`config.mk`:
```
export PLATFORM = sky130hd
export DESIGN_NAME = uart_rx_ctrl
export DESIGN_NICKNAME = d
export VERILOG_FILES = /design/src/rtl/uart_rx_ctrl.sv
export SDC_FILE = /design/constraint.sdc
export NUM_CORES = 1
export LEC_CHECK = 0
export ABC_CLOCK_PERIOD_IN_PS = 1940
export CORE_AREA = 4 4 59 61
export DETAILED_ROUTE_END_ITERATION = 7
export DIE_AREA = 0 0 63 65
export GPL_TIMING_DRIVEN = 0
export PLACE_DENSITY_LB_ADDON = 0.08
export SLEW_MARGIN = 5
export SYNTH_ARGS = -nofsm -noshare
export SYNTH_HDL_FRONTEND = slang
export SYNTH_SLANG_ARGS = --single-unit
```
`constraint.sdc`:
```
create_clock -name clk -period 1.94 [get_ports clk]
set_input_delay 0.388 -clock clk [delete_from_list [all_inputs] [get_ports clk]]
set_output_delay 0.388 -clock clk [all_outputs]
set_load 0.05 [all_outputs]
```
`src/rtl/uart_rx_ctrl.sv`:
```
// uart_rx_ctrl: receive-side sequencer for the UART.
// Synchronises the RX line, finds the start bit, strobes the external shift
// register at each data-bit centre and reports frame completion or error.
// Optional feature: define PARITY_CHECK_EN to receive and check one even
// parity bit after the data bits (parity_err is tied low otherwise).
module uart_rx_ctrl #(
    parameter int unsigned WORD_LENGTH = 8,
    parameter int unsigned CLK_PER_BIT = 434
) (
    input  logic clk,
    input  logic reset,
    input  logic SerialDataIn,
    output logic rx_bit,
    output logic shift,
    output logic busy,
    output logic rx_done,
    output logic frame_err,
    output logic parity_err
);

    localparam int unsigned CNT_W = $clog2(CLK_PER_BIT);
    localparam int unsigned BIT_W = (WORD_LENGTH > 1) ? $clog2(WORD_LENGTH) : 1;
    localparam int unsigned HALF  = CLK_PER_BIT / 2 - 1;

    localparam logic [2:0] IDLE   = 3'd0;
    localparam logic [2:0] START  = 3'd1;
    localparam logic [2:0] DATA   = 3'd2;
    localparam logic [2:0] STOP   = 3'd3;
`ifdef PARITY_CHECK_EN
    localparam logic [2:0] PARITY = 3'd4;
`endif

    logic             sync1_q, sync1_d;
    logic             sync2_q, sync2_d;
    logic             prev_q, prev_d;
    logic [2:0]       state_q, state_d;
    logic [CNT_W-1:0] baud_q, baud_d;
    logic [BIT_W-1:0] bit_q, bit_d;
    logic             shift_q, shift_d;
    logic             busy_q, busy_d;
    logic             done_q, done_d;
    logic             ferr_q, ferr_d;
    logic             tick_c;
`ifdef PARITY_CHECK_EN
    logic             par_q, par_d;
    logic             pend_q, pend_d;
    logic             perr_q, perr_d;
`endif

    // Next-state, counter and strobe logic
    always_comb begin
        sync1_d = SerialDataIn;
        sync2_d = sync1_q;
        prev_d  = sync2_q;
        state_d = state_q;
        baud_d  = baud_q;
        bit_d   = bit_q;
        shift_d = 1'b0;
        done_d  = 1'b0;
        ferr_d  = 1'b0;
`ifdef PARITY_CHECK_EN
        par_d   = par_q;
        pend_d  = pend_q;
        perr_d  = 1'b0;
`endif
        tick_c  = (baud_q == CNT_W'(CLK_PER_BIT - 1));

        case (state_q)
            IDLE: begin
                baud_d = '0;
                bit_d  = '0;
                // Only a fresh 1->0 edge starts a frame; a held-low line does not
                if (prev_q && !sync2_q) begin
                    state_d = START;
                end
            end
            START: begin
                if (baud_q == CNT_W'(HALF)) begin
                    baud_d = '0;
                    bit_d  = '0;
                    if (!sync2_q) begin
                        state_d = DATA;
`ifdef PARITY_CHECK_EN
                        par_d  = 1'b0;
                        pend_d = 1'b0;
`endif
                    end else begin
                        state_d = IDLE;
                    end
                end else begin
                    baud_d = baud_q + CNT_W'(1);
                end
            end
            DATA: begin
                baud_d = tick_c ? '0 : baud_q + CNT_W'(1);
                if (tick_c) begin
                    shift_d = 1'b1;
`ifdef PARITY_CHECK_EN
                    par_d = par_q ^ sync2_q;
`endif
                    if (bit_q == BIT_W'(WORD_LENGTH - 1)) begin
                        bit_d = '0;
`ifdef PARITY_CHECK_EN
                        state_d = PARITY;
`else
                        state_d = STOP;
`endif
                    end else begin
                        bit_d = bit_q + BIT_W'(1);
                    end
                end
            end
`ifdef PARITY_CHECK_EN
            PARITY: begin
                baud_d = tick_c ? '0 : baud_q + CNT_W'(1);
                if (tick_c) begin
                    // Even parity: data XOR parity bit must be zero
                    pend_d  = par_q ^ sync2_q;
                    state_d = STOP;
                end
            end
`endif
            STOP: begin
                baud_d = tick_c ? '0 : baud_q + CNT_W'(1);
                if (tick_c) begin
                    state_d = IDLE;
                    done_d  = sync2_q;
                    ferr_d  = !sync2_q;
`ifdef PARITY_CHECK_EN
                    perr_d  = pend_q;
`endif
                end
            end
            default: begin
                state_d = IDLE;
                baud_d  = '0;
                bit_d   = '0;
            end
        endcase

        busy_d = (state_d != IDLE);
    end

    // State and output registers
    always_ff @(posedge clk) begin
        if (reset) begin
            sync1_q <= 1'b1;
            sync2_q <= 1'b1;
            prev_q  <= 1'b1;
            state_q <= IDLE;
            baud_q  <= '0;
            bit_q   <= '0;
            shift_q <= 1'b0;
            busy_q  <= 1'b0;
            done_q  <= 1'b0;
            ferr_q  <= 1'b0;
`ifdef PARITY_CHECK_EN
            par_q   <= 1'b0;
            pend_q  <= 1'b0;
            perr_q  <= 1'b0;
`endif
        end else begin
            sync1_q <= sync1_d;
            sync2_q <= sync2_d;
            prev_q  <= prev_d;
            state_q <= state_d;
            baud_q  <= baud_d;
            bit_q   <= bit_d;
            shift_q <= shift_d;
            busy_q  <= busy_d;
            done_q  <= done_d;
            ferr_q  <= ferr_d;
`ifdef PARITY_CHECK_EN
            par_q   <= par_d;
            pend_q  <= pend_d;
            perr_q  <= perr_d;
`endif
        end
    end

    assign rx_bit    = sync2_q;
    assign shift     = shift_q;
    assign busy      = busy_q;
    assign rx_done   = done_q;
    assign frame_err = ferr_q;
`ifdef PARITY_CHECK_EN
    assign parity_err = perr_q;
`else
    assign parity_err = 1'b0;
`endif

endmodule
```
==> results.ini, run 1 <==
[logic_synthesis]
yosysWarnings=0
ys_seq_elements=22
synth.distinct_cells=35
netlist_area_um2=991
syn_area_per_cell_um2=9.91
synth_seq_area_share_pct=44.4
synthFlopType=dfxtp_1
async_flop_share_pct=0
synth_edf_count=0
syn_inst=100

[clocking]
cts-resized-gates=0
clkTransAtPathRegs_ns=0.12
cts_tree=done
ctsHtreeMaxLevel=1
ctsHoldBuffers=0
post_cts_buffers=0
cts-root-buf=clkbuf_4
cts_buffer_depth=2
clock-sinks=22
cts_buffers=3
clk_latency_ns=0.31

[layout]
fin_nets=121
area_growth_pct=15.5
stdcell_area_um2=1140
diodes=0
drive_above_1_share_pct=12.5

[floorplan]
pin_count=9
dieArea_um2=4100
die_h_um=65
start_util_pct=33.3
rows=20
die_w_um=63
design.core.area_um2=2980

[global_routing]
grt_pass1_wl_mm=3.13
grt_pass1_vias=676
grt_max_degree=13
antenna_found_initial=0
overflow=0
track_usage_pct=9.60

[pwr]
pwr-share-seq_pct=62.5
p_comb_share_pct=3.6
p_leak_nw=0.407
p_int_mw=0.582
power.density_cell_area_nw_per_um2=643
p_sw_mw=0.154
p_clk_share_pct=33.9
worst_ir_drop_vdd_mv=0.265
switching_share_pct=20.9
power.total_mw=0.736

[timing]
relSlewSlack_pct=66.3
worstMarginPinSlew_ns=0.505
setup_tns_ns=0
fin_skew_ns=0.00347
setup_viol=0
fmax_mhz=551
rsz0062_at_grt=no
hold_viol_final=0
fin_crit_sh_pct=93.5
drv_slew=0
fin_crit_ns=1.81

[placement]
io_buffers=7
finalWeightedCongestion=0.696
dp_hpwl_mm=1.31
placedInstanceArea_um2=1110

[routing]
wire_per_inst_um=11.9
vias=694
final_antenna_net_count=0
drt-pass1-iter-count=3
finalWirelength_mm=1.73
drt_iter0_drc=20
viasPerCell=4.79
drc=0

[setup_path]
ff2ff_setup_slack_ns=0.29
critical_path_required_ns=1.55
r2r_start=baud_q[0]
worstPathArrival_ns=1.43
cp_slowest_cell=clkdlybuf4s50_1
crit_path_max_incr_delay_ns=0.79
endpoint_kind=output pin
critical-path-top-delay-family=buffers and inverters
worstSetupPathType=register to output pin
r2r-end=bit_q[1]
critical_path_buf_inv_count=1
cp-start-kind=register
cp_max_fo=1
worstPathCellList=clkdlybuf4s50_1
r2r_cells=5

[hold_path]
hp-start=sync1_q
min_to=rx_bit
hold_path_depth=1
hp-class=register to register

[status]
status=complete, no violations

[flow_run]
cap_violations=0

## worst register-to-register path, cell delays in order (launching register included)
cell and delay [ns]:
dfxtp_1 0.46, ha_1 0.24, nand4bb_4 0.13, or2_4 0.27, nor4_4 0.31, a22o_1 0.19
## state kept, by name (all words and copies together), names as in the netlist
register,count
bit_q,3
rx_done,1
rx_bit,1
shift,1
busy,1
sync1_q,1
state_q,3
baud_q,9
prev_q,1
frame_err,1
## cells in the mapped netlist, drive strengths merged, types with 3 or more instances
master,count,area [um^2]
o21ai,5,25.0
xnor2,6,52.6
ha,5,62.6
dfxtp,22,440
or2,4,27.5
inv,6,22.5
nor2,14,52.6
nand3,4,20.0
a22o,3,26.3
## per-stage QoR
stage | hold slack (ns) | cells | setup slack (ns) | util (%)
after CTS | 0.428 | 145 | 0.00207 | 38.4
after floorplan | 0.389 | 101 | 0.503 | -
after global placement | 0.396 | 141 | 0.120 | 37.1
after global routing | 0.452 | 145 | 0.0656 | 38.4
final | 0.426 | 145 | 0.126 | 38.4
after detailed placement | 0.398 | 141 | 0.0919 | 37.1
## cell type report
cell class	count	area, um^2
well taps	33	41.3
multi-input cells	71	519
fillers	299	1830
clock buffers	4	36.3
repair buffers	7	72.6
flip-flops and latches	22	440
plain buffers	2	12.5
inverters	6	22.5
## power by group through the flow
stage / clock network, mW / logic (mW) / registers (mW)
6_report: 0.250 / 0.0263 / 0.460
5_1_grt: 0.284 / 0.0282 / 0.461
4_1_cts: 0.263 / 0.0264 / 0.460
3_5_place_dp: 0 / 0.0264 / 0.470
3_3_place_gp: 0 / 0.0261 / 0.470
2_1_floorplan: 0 / 0.0125 / 0.474
## layer usage
layer  track usage, %  share of wire (%)  vias up
met2             14.6                 46        9
met3             2.08                3.2        4
met5                0                  0        -
met4             4.96                2.0        0
met1             12.7                 49      319
li1                 -                  -      362
## placed cells by master, fill, tap and decap left out, types with 2 or more instances in the layout
cell,synthesis,layout
or2_2,3,3
inv_1,6,6
xnor2_1,6,6
a21oi_1,2,2
o21a_1,2,2
nor3_1,2,2
clkbuf_4,0,3
nor2_1,14,14
dfxtp_1,22,22
nand3_1,4,4
nand2_1,2,2
a22o_1,3,3
nor2b_1,2,2
clkdlybuf4s50_1,0,6
o21ai_0,5,5
conb_1,1,2
ha_1,5,5
or4_1,2,2
## worst max path at each step
stage                     startpoint  slack [ns]          to  cells past startpoint
after floorplan             bit_q[0]        0.50  state_q[0]                      6
after global placement         reset        0.12   baud_q[5]                      6
after detailed placement       reset        0.09   baud_q[7]                      6
after CTS                     rx_bit       0.002      rx_bit                      1
after global routing       frame_err        0.07   frame_err                      1
final                        rx_done        0.13     rx_done                      1
## cells by family (layout without fill, tap and decap cells)
group	count (synthesis)	count (layout)	synth area share, %
simple gates	42	42	29.2
flops	22	22	44.4
compound gates	15	15	9.98
buf+inv	8	19	3.53
xor+xnor	7	7	6.19
fa+ha+maj	5	5	6.31
other cells	1	2	0.378
(Power assumes the default switching activity.)
==> run 2, diff against run 1 <==
- GPL_TIMING_DRIVEN: 0 -> 1
==> run 2 against run 1 <==
- critical path depth is the same
- core utilization shrank 0.29 points
- cell count shrank 0.69%
- highest routed layer unchanged
- sequential power is essentially flat
- register-to-register slack is essentially flat
- clock skew grew 0.0084 ns
- clock power is essentially flat
- critical path type unchanged
- wire length shrank 0.23%
- cell area shrank 0.77%
==> results.ini, run 2 (same netlist as run 1, synthesis figures left out) <==
[setup_path]
cp_max_fo=1  ; unchanged
endpoint_kind=output pin
critical-path-top-delay-family=buffers and inverters
worstPathCellList=clkdlybuf4s50_1
worstPathArrival_ns=1.43  ; about the same
cp-start-kind=register
crit_path_max_incr_delay_ns=0.80  ; about the same
critical_path_buf_inv_count=1  ; unchanged
critical_path_required_ns=1.55  ; about the same
cp_slowest_cell=clkdlybuf4s50_1
ff2ff_setup_slack_ns=0.28  ; about the same
worstSetupPathType=register to output pin

[clocking]
cts_tree=done
clock-sinks=22  ; unchanged
cts-root-buf=clkbuf_4
post_cts_buffers=0  ; unchanged
ctsHtreeMaxLevel=1  ; unchanged
cts_buffer_depth=2  ; unchanged
cts_buffers=3  ; unchanged
cts-resized-gates=1  ; +1
ctsHoldBuffers=0  ; unchanged
clkTransAtPathRegs_ns=0.13  ; about the same
clk_latency_ns=0.31  ; about the same

[layout]
area_growth_pct=14.6
mostFrequentLayoutCell=dfxtp_1
largestRegisters=baud_q (9), bit_q (3), state_q (3)
multi_input_area_um2=519  ; unchanged
diodes=0  ; unchanged
fillCellCount=303  ; +1.3%
drive_above_1_share_pct=11.7  ; -0.79 points
stdcell_area_um2=1140  ; -0.77%
top_register=baud_q
largest_reg_flops=9  ; unchanged
fin_nets=120  ; -0.83%
mostFrequentLayoutCells=dfxtp_1, nor2_1, inv_1, xnor2_1, clkdlybuf4s50_1
seq_area_um2=440  ; unchanged

[global_routing]
overflow=0  ; unchanged
track_usage_pct=9.05  ; -0.55 points
grt_pass1_wl_mm=2.89  ; -7.7%
antenna_found_initial=0  ; unchanged
grt_pass1_vias=647  ; -4.3%
grt_max_degree=13  ; unchanged

[pwr]
worst_ir_drop_vdd_mv=0.220  ; -17%
p_leak_nw=0.401  ; -1.5%
power.density_cell_area_nw_per_um2=647  ; +0.73%
power.total_mw=0.735  ; about the same

[timing]
relSlewSlack_pct=66.2  ; about the same
finalWorstSetupSlack_ns=0.117  ; -0.00847 ns
setup_tns_ns=0  ; unchanged
setup_viol=0  ; unchanged
fin_skew_ns=0.0119  ; +0.00838 ns
drv_slew=0  ; unchanged
fmax_mhz=549  ; -0.46%
hold_viol_final=0  ; unchanged
fin_crit_ns=1.82  ; +0.00847 ns
rsz0062_at_grt=no
worstMarginPinSlew_ns=0.505  ; -0.0000629 ns
fin_crit_sh_pct=94.0  ; +0.44 points

[status]
status=complete, no violations

[floorplan]
die_h_um=65  ; unchanged
dieArea_um2=4100  ; unchanged
die_w_um=63  ; unchanged
start_util_pct=33.3  ; unchanged
design.core.area_um2=2980  ; unchanged
rows=20  ; unchanged
pin_count=9  ; unchanged

[placement]
finalWeightedCongestion=0.795  ; +14%
placedInstanceArea_um2=1100  ; -0.45%
io_buffers=7  ; unchanged
dp_hpwl_mm=1.30  ; -0.56%
dp_slack_ns=0.302  ; +0.210 ns

[routing]
vias=686  ; -1.2%
drt-pass1-iter-count=4  ; +1
wire_per_inst_um=12.0  ; +0.46%
finalWirelength_mm=1.73  ; -0.23%
drt_iter0_drc=19  ; -5.0%
drc=0  ; unchanged
final_antenna_net_count=0  ; unchanged
viasPerCell=4.76  ; -0.47%

[flow_run]
cap_violations=0  ; unchanged

[hold_path]
hp-class=register to register

==> run 2: cell count changes in the layout (fill, tap and decap cells not counted), sizes merged <==
| cell | change |
|---|---|
| dlygate4sd2 | +1 |
| buf | -1 |
| dlymetal6s2s | -1 |
==> run 2: power breakdown <==
part / switching, mW / leakage (nW) / internal, mW
logic: 0.0150 / 0.202 / 0.0106
clock network: 0.135 / 0.0210 / 0.114
registers: 0.00421 / 0.178 / 0.456
==> run 2: layout make-up <==
class	count	share of cell area [%]
clock buffer	4	3.19
timing repair buffer	8	6.72
inverter	6	1.98
sequential	22	38.8
multi-input combinational	71	45.7
tap	33	3.63
==> run 2: per-layer routing <==
| layer | track usage [%] | vias up | wire length, um |
|---|---|---|---|
| met5 | 0 | - | 0 |
| met3 | 2.25 | 2 | 50 |
| li1 | - | 362 | - |
| met1 | 11.7 | 315 | 894 |
| met2 | 13.7 | 7 | 767 |
| met4 | 4.96 | 0 | 13 |
==> run 2: worst paths after layout <==
check,from,to,depth (start not counted)
worst max-delay path,rx_done,rx_done,1
worst min-delay path,sync1_q,rx_bit,1
worst max register to register,baud_q[0],baud_q[6],5
worst min register to register,sync1_q,rx_bit,1
==> run 2: per-stage QoR <==
| stage | hold WS [ns] | utilization (%) | instances |
|---|---|---|---|
| detailed placement | 0.394 | 37.0 | 140 |
| CTS | 0.426 | 38.2 | 144 |
| global placement | 0.393 | 37.0 | 140 |
| floorplan | 0.389 | - | 101 |
| global route | 0.440 | 38.2 | 144 |
| finish | 0.424 | 38.2 | 144 |
==> run 2: worst register-to-register path, stage by stage (launching register included) <==
cell and delay, ns:
dfxtp_1 0.44, ha_1 0.24, nand4bb_4 0.13, o21ai_0 0.30, a21o_1 0.35, nor2_1 0.08
==> run 3, diff against run 2 <==
- GPL_TIMING_DRIVEN: 1 -> 0
==> results of run 3 <==
Final layout, timing and power as in run 1 (identical DEF).
